`src/rtl/button_debounce.sv`:
```
// Multi-button debouncer with press/release pulses and long-hold detection.
// Each raw input is synchronised, then filtered by an independent
// four-state FSM that requires DB_CYC stable cycles before accepting an edge.
module button_debounce #(
    parameter int unsigned NBTN     = 5,
    parameter int unsigned DB_CYC   = 400000,
    parameter int unsigned HOLD_CYC = 20000000
) (
    input  logic            clk,
    input  logic            rst,
    input  logic [NBTN-1:0] btn_raw,
    output logic [NBTN-1:0] btn,
    output logic [NBTN-1:0] btn_dn,
    output logic [NBTN-1:0] btn_up,
    output logic [NBTN-1:0] btn_hold
);

    // Debounce counter only has to reach DB_CYC-1; keep at least one bit.
    localparam int unsigned DW = (DB_CYC > 1) ? $clog2(DB_CYC) : 1;
    localparam int unsigned HW = $clog2(HOLD_CYC + 1);

    localparam logic [DW-1:0] DB_LAST  = DW'(DB_CYC - 1);
    localparam logic [HW-1:0] HOLD_MAX = HW'(HOLD_CYC);

    typedef enum logic [1:0] {
        RELEASED,
        PRESS_WAIT,
        PRESSED,
        RELEASE_WAIT
    } state_t;

    logic [NBTN-1:0] sync1;
    logic [NBTN-1:0] sync2;

    // Two-flop synchroniser for the asynchronous pushbutton levels.
    always_ff @(posedge clk or negedge rst) begin
        if (!rst) begin
            sync1 <= '0;
            sync2 <= '0;
        end else begin
            sync1 <= btn_raw;
            sync2 <= sync1;
        end
    end

    for (genvar i = 0; i < NBTN; i++) begin : g_btn
        state_t        state;
        state_t        state_nx;
        logic [DW-1:0] db_cnt;
        logic [DW-1:0] db_cnt_nx;
        logic [HW-1:0] hold_cnt;
        logic [HW-1:0] hold_cnt_nx;
        logic [HW-1:0] hold_inc;
        logic          s;
        logic          lvl_q;
        logic          lvl_nx;
        logic          dn_q;
        logic          dn_nx;
        logic          up_q;
        logic          up_nx;
        logic          hold_q;
        logic          hold_nx;

        assign s = sync2[i];

        // State, counters and registered outputs for this button.
        always_ff @(posedge clk or negedge rst) begin
            if (!rst) begin
                state    <= RELEASED;
                db_cnt   <= '0;
                hold_cnt <= '0;
                lvl_q    <= 1'b0;
                dn_q     <= 1'b0;
                up_q     <= 1'b0;
                hold_q   <= 1'b0;
            end else begin
                state    <= state_nx;
                db_cnt   <= db_cnt_nx;
                hold_cnt <= hold_cnt_nx;
                lvl_q    <= lvl_nx;
                dn_q     <= dn_nx;
                up_q     <= up_nx;
                hold_q   <= hold_nx;
            end
        end

        // Next-state, counter and output decode; pulses default low each cycle.
        always_comb begin
            state_nx    = state;
            db_cnt_nx   = db_cnt;
            hold_cnt_nx = hold_cnt;
            lvl_nx      = lvl_q;
            dn_nx       = 1'b0;
            up_nx       = 1'b0;
            hold_nx     = hold_q;
            hold_inc    = (hold_cnt == HOLD_MAX) ? hold_cnt : hold_cnt + HW'(1);

            case (state)
                RELEASED: begin
                    if (s) begin
                        state_nx  = PRESS_WAIT;
                        db_cnt_nx = '0;
                    end
                end
                PRESS_WAIT: begin
                    if (!s) begin
                        state_nx = RELEASED;
                    end else if (db_cnt == DB_LAST) begin
                        state_nx    = PRESSED;
                        lvl_nx      = 1'b1;
                        dn_nx       = 1'b1;
                        hold_cnt_nx = '0;
                    end else begin
                        db_cnt_nx = db_cnt + DW'(1);
                    end
                end
                PRESSED: begin
                    hold_cnt_nx = hold_inc;
                    hold_nx     = (hold_cnt == HOLD_MAX);
                    if (!s) begin
                        state_nx  = RELEASE_WAIT;
                        db_cnt_nx = '0;
                    end
                end
                RELEASE_WAIT: begin
                    // Hold keeps counting so a short glitch does not restart it.
                    hold_cnt_nx = hold_inc;
                    hold_nx     = (hold_cnt == HOLD_MAX);
                    if (s) begin
                        state_nx = PRESSED;
                    end else if (db_cnt == DB_LAST) begin
                        state_nx = RELEASED;
                        lvl_nx   = 1'b0;
                        up_nx    = 1'b1;
                        hold_nx  = 1'b0;
                    end else begin
                        db_cnt_nx = db_cnt + DW'(1);
                    end
                end
                default: begin
                    state_nx = RELEASED;
                end
            endcase
        end

        assign btn[i]      = lvl_q;
        assign btn_dn[i]   = dn_q;
        assign btn_up[i]   = up_q;
        assign btn_hold[i] = hold_q;
    end

endmodule

```
`config.mk`:
```
export PLATFORM = sky130hd
export DESIGN_NAME = button_debounce
export DESIGN_NICKNAME = d
export VERILOG_FILES = /design/src/rtl/button_debounce.sv
export SDC_FILE = /design/constraint.sdc
export NUM_CORES = 1
export LEC_CHECK = 0
export ABC_AREA = 1
export CAP_MARGIN = 20
export CORE_AREA = 3 3 264 266
export DETAILED_ROUTE_END_ITERATION = 10
export DIE_AREA = 0 0 267 269
export GPL_TIMING_DRIVEN = 1
export PLACE_DENSITY_LB_ADDON = 0.15
export SLEW_MARGIN = 40
export SYNTH_ARGS = -nofsm -noshare
export SYNTH_HDL_FRONTEND = slang
export SYNTH_SLANG_ARGS = --single-unit
export TNS_END_PERCENT = 50
```
`constraint.sdc`:
```
create_clock -name clk -period 1.6 [get_ports clk]
set_input_delay 0.16 -clock clk [delete_from_list [all_inputs] [get_ports clk]]
set_output_delay 0.16 -clock clk [all_outputs]
set_load 0.05 [all_outputs]
```
==> results by group, run 1 <==
Status
  • Outcome: finished with violations
  • Failing checks: setup timing

Routing
  • Routed WL: 50700 um
  • Met3 routed WL: 1450 um
  • Top sig layer: met4
  • Routed WL per cell: 13.4 um
  • 1st-iter DRT viols: 921
  • First-pass DRT Iterations: 5
  • DRC: 0
  • Met1 WL: around 25000 um
  • Routed wl met2: 23400 um
  • Vias per cell: 4.47
  • Via count: 16.9k
  • Antenna viol nets, final: 0

STA
  • Max-slew headroom: 75.5%
  • Setup TNS: -0.116 ns
  • Final worst setup slack: -0.0184 ns
  • RSZ-0062 raised after global routing: yes
  • Min Tclk post-route: 1.62 ns
  • Final Hold Viols: 0
  • Worst Tran Pin Value: 0.366 ns
  • Skew final: between 0.01 and 0.015 ns
  • Fmax: between 600 and 700 MHz
  • Max-slew violations: 0
  • Final Cycle Share: 101%
  • Tightest hold margin: 0.0630 ns
  • Number of setup violations in the final report: 17

CTS
  • CTS Buf Count: 37
  • Clock transition at path regs: ~0.05 ns
  • Clk root buf: clkbuf_16
  • Max Root-Sink Buffers: 3
  • CTS H-tree lvls: 2
  • CTS Sinks: 260
  • Worst-Skew Late Latency: 0.54 ns
  • CTS tree: yes

Setup path
  • CP Class: reg2reg
  • Critical path required time: between 2 and 2.5 ns
  • Arrival time worst endpoint: just over 2 ns
  • CP startpoint kind: flop
  • CP Max Fanout: 6
  • CP endpoint kind: flop

Logic synthesis
  • Post-synthesis simple-gate area fraction: 41.3%
  • Synth unique cells: 36
  • Mux cell area share after synthesis: 0%
  • Mapped Nets: ~2.5k
  • Largest family of logic cells by synthesized area: simple AND/OR/NAND/NOR gates
  • Syn avg cell area: around 6.7 um2
  • Yosys Warn Count: 0
  • Mapped Area: 16800 um2
  • Post-synthesis sequential area ratio: 38.7%
  • Compound-Gate Fraction of Synth Area: 7.21%
  • Adder-Cell Fraction of Synth Area: 1.12%
  • Post-synthesis cell count: 2521
  • Xor-xnor portion of the synthesized cell area: 3.60%
  • FF+latch count, synth: 260

Layout
  • Layout cells sized above 1: 27.4%
  • Area of the multi-input gates: 9910 um2
  • Max FFs per register: 125
  • Fill count: 7202
  • Commonest non-fill, non-tap cell in the layout: nand2_1
  • Nets: 2899
  • Biggest register: g_btn.hold_cnt
  • Biggest regs: g_btn.hold_cnt x125, g_btn.db_cnt x95
  • Ant. Diodes: 0
  • Register area: 6520 um2
  • Syn-to-layout area delta: 38.6%
  • Most frequent cells in the layout: nand2_1 (779), buf_4 (332), nor2_1 (292), dfrtp_1 (253), nand3_1 (246)
  • Fin area: 23300 um2

Placement
  • IO buf count: 26
  • Post-place setup slack: -0.0850 ns
  • Hpwl dp: 35800 um
  • DP Area: 20400 um2
  • Gpl congestion: between 0.8 and 0.9

Power and ir drop
  • Cell area power density: 700 nW/um2
  • VDD IR-drop max: 0.498 mV
  • Combinational group share of total power: ~6.0%
  • Overall Power: around 0.016 W
  • Internal power: ~0.012 W
  • Net Sw Power: 0.00381 W
  • Sequential Power Share: 41.2%
  • Power share of the clock group: 52.8%
  • Static leakage: approximately 10 nW
  • Switch share: 23.4%

Floorplanning
  • I/O pin total: 27
  • Die ar.: 71800 um2
  • Die Ht: 269 um
  • Rows: 95
  • Initial Utilization: between 20 and 25%
  • Die span in x: 267 um
  • Core region area: 67300 um2

Global route
  • First-pass GRT wire length: 82300 um
  • Vias in the first global route: 16.4k
  • Initial antenna violation count: 0
  • GRT Residual Overflow: 0
  • Largest net degree at the start of global routing: between 50 and 60
  • All-Layer GR Usage: 13.7%

Worst hold path
  • HP Class: in2reg

Job
  • Maxcap violations: 0
## power by group through the flow
stage	combinational, W	sequential, W	clock [W]
after floorplan	0.000324	0.00683	0
after global placement	0.000767	0.00682	0
after detailed placement	0.000772	0.00682	0
after CTS	0.000852	0.00671	0.00901
after global routing	0.00109	0.00672	0.00924
final	0.000978	0.00672	0.00861
## path summary, 6_finish.rpt
| check | startpoint | cells past startpoint | slack [ns] | to |
|---|---|---|---|---|
| setup / recovery | g_btn[0].db_cnt[15]$_DFFE_PN0P_ | 9 | -0.02 | g_btn[0].hold_cnt[1]$_DFFE_PN0P_ |
| hold / removal | btn_raw[3] | 1 | 0.06 | sync1[3]$_DFF_PN0_ |
| setup reg to reg | g_btn[0].db_cnt[15]$_DFFE_PN0P_ | 9 | -0.02 | g_btn[0].hold_cnt[1]$_DFFE_PN0P_ |
| hold reg to reg | sync1[0]$_DFF_PN0_ | 0 | 0.34 | sync2[0]$_DFF_PN0_ |
| max in group asynchronous | rst | 3 | 0.90 | g_btn[0].hold_cnt[22]$_DFFE_PN0P_ |
| min in group asynchronous | rst | 2 | 0.09 | g_btn[4].hold_cnt[5]$_DFFE_PN0P_ |
## synth_stat cells
library cell  number  area, um2
a21o_1             2       15.0
a21oi_1            3       15.0
a22oi_1            1       7.51
and2_1             8       50.1
and3_1             2       12.5
buf_12             3       60.1
buf_2             23        115
buf_4             25        188
buf_8              2       30.0
clkbuf_1          23       86.3
clkbuf_2           1       5.00
dfrtp_1          260       6510
ha_1              15        188
inv_1            228        856
inv_2              5       18.8
nand2_1          901       3380
nand2_2           14       87.6
nand2_4            2       22.5
nand3_1          261       1310
nand3_2            7       70.1
nand3_4            1       17.5
nand3b_1           8       60.1
nand4_1           50        313
nor2_1           359       1350
nor2_2             1       6.26
nor2_4             2       22.5
nor3_1            32        160
nor4_1             1       6.26
o21ai_0          129        646
o21ai_1           17       85.1
o21ai_2           25        219
o21bai_1          29        218
o22ai_1            1       6.26
or2_2             11       68.8
xnor2_1            6       52.6
xor2_1            63        552
## critical path, cell delays in order (launching register included)
cell and delay [ns]:
dfrtp_1 0.38, nor2_2 0.16, nand2_1 0.10, nor2_2 0.15, nand3_2 0.11, nand2_2 0.10, nand3_4 0.17, clkbuf_16 0.22
nand2_2 0.05, o21ai_1 0.06
## per-stage QoR
| step | utilization, % | cells |
|---|---|---|
| finish | 34.6 | 3775 |
| global route | 34.6 | 3775 |
| CTS | 32.7 | 3745 |
| detailed placement | 30.3 | 3668 |
| global placement | 30.3 | 3668 |
| floorplan | - | 2521 |
## what timing repair did
action,CTS,global route
gates resized for setup,63,353
hold endpoints to repair,260,0
setup buffers,7,16
pin swaps,14,48
gates cloned,5,15
hold buffers,1,0
setup endpoints to repair,123,216
## cell families (layout without fill, tap and decap cells)
kind of cell / Yosys count / count (layout)
AND/OR/NAND/NOR: 1660 / 1660
AO/OA/AOI/OAI: 207 / 207
flip-flops: 260 / 260
XOR/XNOR: 69 / 69
buffers and inverters: 310 / 691
adder cells (fa/ha/maj): 15 / 15
## routing by layer
layer | GRT usage (%) | up-vias
met1 | 18.8 | 7869
met5 | 0 | -
li1 | - | 8738
met3 | 1.95 | 73
met2 | 22.8 | 212
met4 | 3.59 | 0
## cell type report
type,count,area share [%]
multi-input cells,1951,42.6
flip-flops and latches,260,28.0
repair buffers,394,15.5
clock buffers,52,4.74
well taps,873,4.69
inverters,233,3.80
clock inverters,12,0.704
(Power assumes the default switching activity.)
==> run 2: changes to the inputs <==
- CORE_AREA: 3 3 264 266 -> 3 3 198 200
- DIE_AREA: 0 0 267 269 -> 0 0 201 203
==> results by group, run 2 (synthesized netlist as in run 1, its figures left out) <==
Layout
  • Commonest non-fill, non-tap cell in the layout: nand2_1
  • Ant. Diodes: 0
  • Final Instance Count excl. Fillers: between 3k and 4k
  • Biggest regs: g_btn.hold_cnt x125, g_btn.db_cnt x95
  • Max FFs per register: 125
  • Layout cells sized above 1: 26.2%
  • Most frequent cells in the layout: nand2_1 (765), nor2_1 (311), buf_4 (303), nand3_1 (247), dfrtp_1 (246)
  • Fin area: 22500 um2
  • Biggest register: g_btn.hold_cnt
  • Nets: approximately 2.9k
  • Syn-to-layout area delta: 33.9%

Placement
  • Gpl congestion: 0.922
  • IO buf count: 26
  • Dpl cells: between 3k and 4k
  • Hpwl dp: 31700 um
  • DP Area: between 15000 and 20000 um2

STA
  • Worst Tran Pin Value: 0.472 ns
  • Skew final: between 0.01 and 0.015 ns
  • Fmax: 610 MHz
  • Max-slew headroom: 68.4%
  • Tightest hold margin: a little over 0.06 ns
  • Final worst setup slack: -0.0395 ns
  • Min Tclk post-route: 1.64 ns
  • Final Hold Viols: 0
  • Max-slew violations: 0
  • RSZ-0062 raised after global routing: yes
  • Number of setup violations in the final report: 23
  • Final Cycle Share: 102%

Job
  • Maxcap violations: 0

Worst hold path
  • Hold Path Depth: 1
  • HP Class: in2reg
  • Hold Startpoint: btn_raw[1]
  • Hold Path Sink: sync1[1]$_DFF_PN0_

Floorplanning
  • Die span in x: 201 um
  • I/O pin total: 27
  • Die Ht: 203 um
  • Die ar.: a little over 40000 um2
  • Initial Utilization: 44.7%
  • Rows: 71
  • Core region area: 37600 um2

Global route
  • Met3 usage: 3.91%
  • Vias in the first global route: about 16k
  • GRT Residual Overflow: 0
  • Largest net degree at the start of global routing: 67
  • M2 GR Usage: 35.4%
  • Met1 Use GR: 28.9%
  • First-pass GRT wire length: 74300 um
  • All-Layer GR Usage: a little over a fifth
  • GRT busiest layer: met2
  • Initial antenna violation count: 0

Power and ir drop
  • Net Sw Power: 0.00361 W
  • Combinational group share of total power: a little under 6%
  • Static leakage: 10.0 nW
  • Sequential Power Share: roughly 43%
  • Switch share: 23.0%
  • Internal power: approximately 0.012 W
  • Power share of the clock group: 51.4%
  • VDD IR-drop max: 0.673 mV
  • Overall Power: 0.0157 W
  • Cell area power density: 699 nW/um2

Setup path
  • CP endpoint kind: flop
  • R2R setup slack: -0.04 ns
  • Critical path required time: between 2 and 2.5 ns
  • Worst path cell trace: ha_4 > nand3_4 > nor2_4 > nand3_2 > nand2_2 > nand3_4 > clkbuf_16 > nand2_1 > nand2_1
  • CP Class: reg2reg
  • CP bufs+invs: 1
  • CP startpoint kind: flop
  • R2R depth: 9
  • Critical-path top delay cell: dfrtp_1
  • Reg2reg start: g_btn[2].db_cnt[1]$_DFFE_PN0P_
  • Arrival time worst endpoint: 2.06 ns
  • CP Max Fanout: 7
  • Crit path largest cell delay: slightly above 0.4 ns
  • Reg-to-reg endpoint: g_btn[2].hold_cnt[18]$_DFFE_PN0P_
  • CP top delay family: simple AND/OR/NAND/NOR gates

CTS
  • CTS Sinks: 260
  • Worst-Skew Late Latency: 0.53 ns
  • Clk root buf: clkbuf_16
  • CTS H-tree lvls: 2
  • CTS Buf Count: 34
  • CTS tree: yes
  • Max Root-Sink Buffers: 3
  • Clock transition at path regs: around 0.060 ns

Routing
  • 1st-iter DRT viols: 1016
  • First-pass DRT Iterations: 5
  • Via count: 17.1k
  • Routed WL per cell: 13.9 um
  • DRC: 0
  • Vias per cell: 5.07
  • Routed WL: 46700 um
  • Antenna viol nets, final: 0

Status
  • Outcome: finished with violations
  • Failing checks: setup timing
[run 2: cell types whose count changed in the layout (fill, tap and decap cells not counted), moves of 14 or more]
cell     previous run  this run
nor2_1            292       311
nor2_2             59        40
o21ai_1            69        48
nand2_1           779       765
nand2_4            17        39
o21ai_0            56        72
buf_4             332       303
[run 2: stage by stage]
stage	util [%]	setup TNS, ns	worst slack (ns)
final	59.9	-0.618	-0.0395
after global routing	59.9	-10.77	-0.147
after CTS	54.8	-0.0666	-0.0355
after detailed placement	51.5	-0.210	-0.0305
after global placement	51.5	-0.0179	-0.0179
after floorplan	-	0	0.0143
[run 2: routing by layer]
layer	up-vias	wire, um
met5	-	0
met4	0	834
met3	73	2180
met2	351	22300
met1	7990	21400
li1	8662	-
[run 2: worst max path at each step]
stage / startpoint / to / slack (ns) / cells after the start
2_1_floorplan: g_btn[2].db_cnt[0]$_DFFE_PN0P_ / g_btn[2].db_cnt[0]$_DFFE_PN0P_ / 0.01 / 10
3_3_place_gp: g_btn[0].db_cnt[0]$_DFFE_PN0P_ / g_btn[0].db_cnt[15]$_DFFE_PN0P_ / -0.02 / 8
4_1_cts: g_btn[0].db_cnt[0]$_DFFE_PN0P_ / g_btn[0].db_cnt[15]$_DFFE_PN0P_ / -0.04 / 8
6_report: g_btn[2].db_cnt[1]$_DFFE_PN0P_ / g_btn[2].hold_cnt[18]$_DFFE_PN0P_ / -0.04 / 9
3_5_place_dp: g_btn[1].db_cnt[0]$_DFFE_PN0P_ / g_btn[1].hold_cnt[16]$_DFFE_PN0P_ / -0.03 / 9
5_1_grt: g_btn[2].hold_cnt[0]$_DFFE_PN0P_ / g_btn[2].hold_cnt[10]$_DFFE_PN0P_ / -0.15 / 11
[run 2: repair_timing]
| action | 4_1_cts | 5_1_grt |
|---|---|---|
| resized for setup | 10 | 393 |
| endpoints found under the hold margin | 260 | 0 |
| buffers inserted | 0 | 45 |
| pin swaps | 0 | 71 |
| hold buffers | 1 | 0 |
| gates cloned | 0 | 23 |
| setup endpoints to repair | 31 | 227 |
[run 2: final cells by class]
cell class / count / area, um2
flip-flops and latches: 260 / 6520
inverters: 233 / 885
repair buffers: 354 / 3240
well taps: 511 / 639
multi-input cells: 1952 / 10000
fillers: 3436 / 15100
clock buffers: 47 / 1010
clock inverters: 14 / 176
[run 2: power by group through the flow]
stage,Clock (W),Sequential [W],Combinational (W)
final,0.00807,0.00671,0.000930
after global routing,0.00861,0.00672,0.00103
after CTS,0.00831,0.00670,0.000733
after detailed placement,0,0.00682,0.000723
after global placement,0,0.00682,0.000710
after floorplan,0,0.00683,0.000324
[run 2: worst register-to-register path: cells and delay by family, from the launching register on]
| kind | cells | cell delay (ns) |
|---|---|---|
| AND/OR/NAND/NOR | 7 | 0.69 |
| flip-flops | 1 | 0.41 |
| buffers and inverters | 1 | 0.24 |
| adder cells (fa/ha/maj) | 1 | 0.17 |
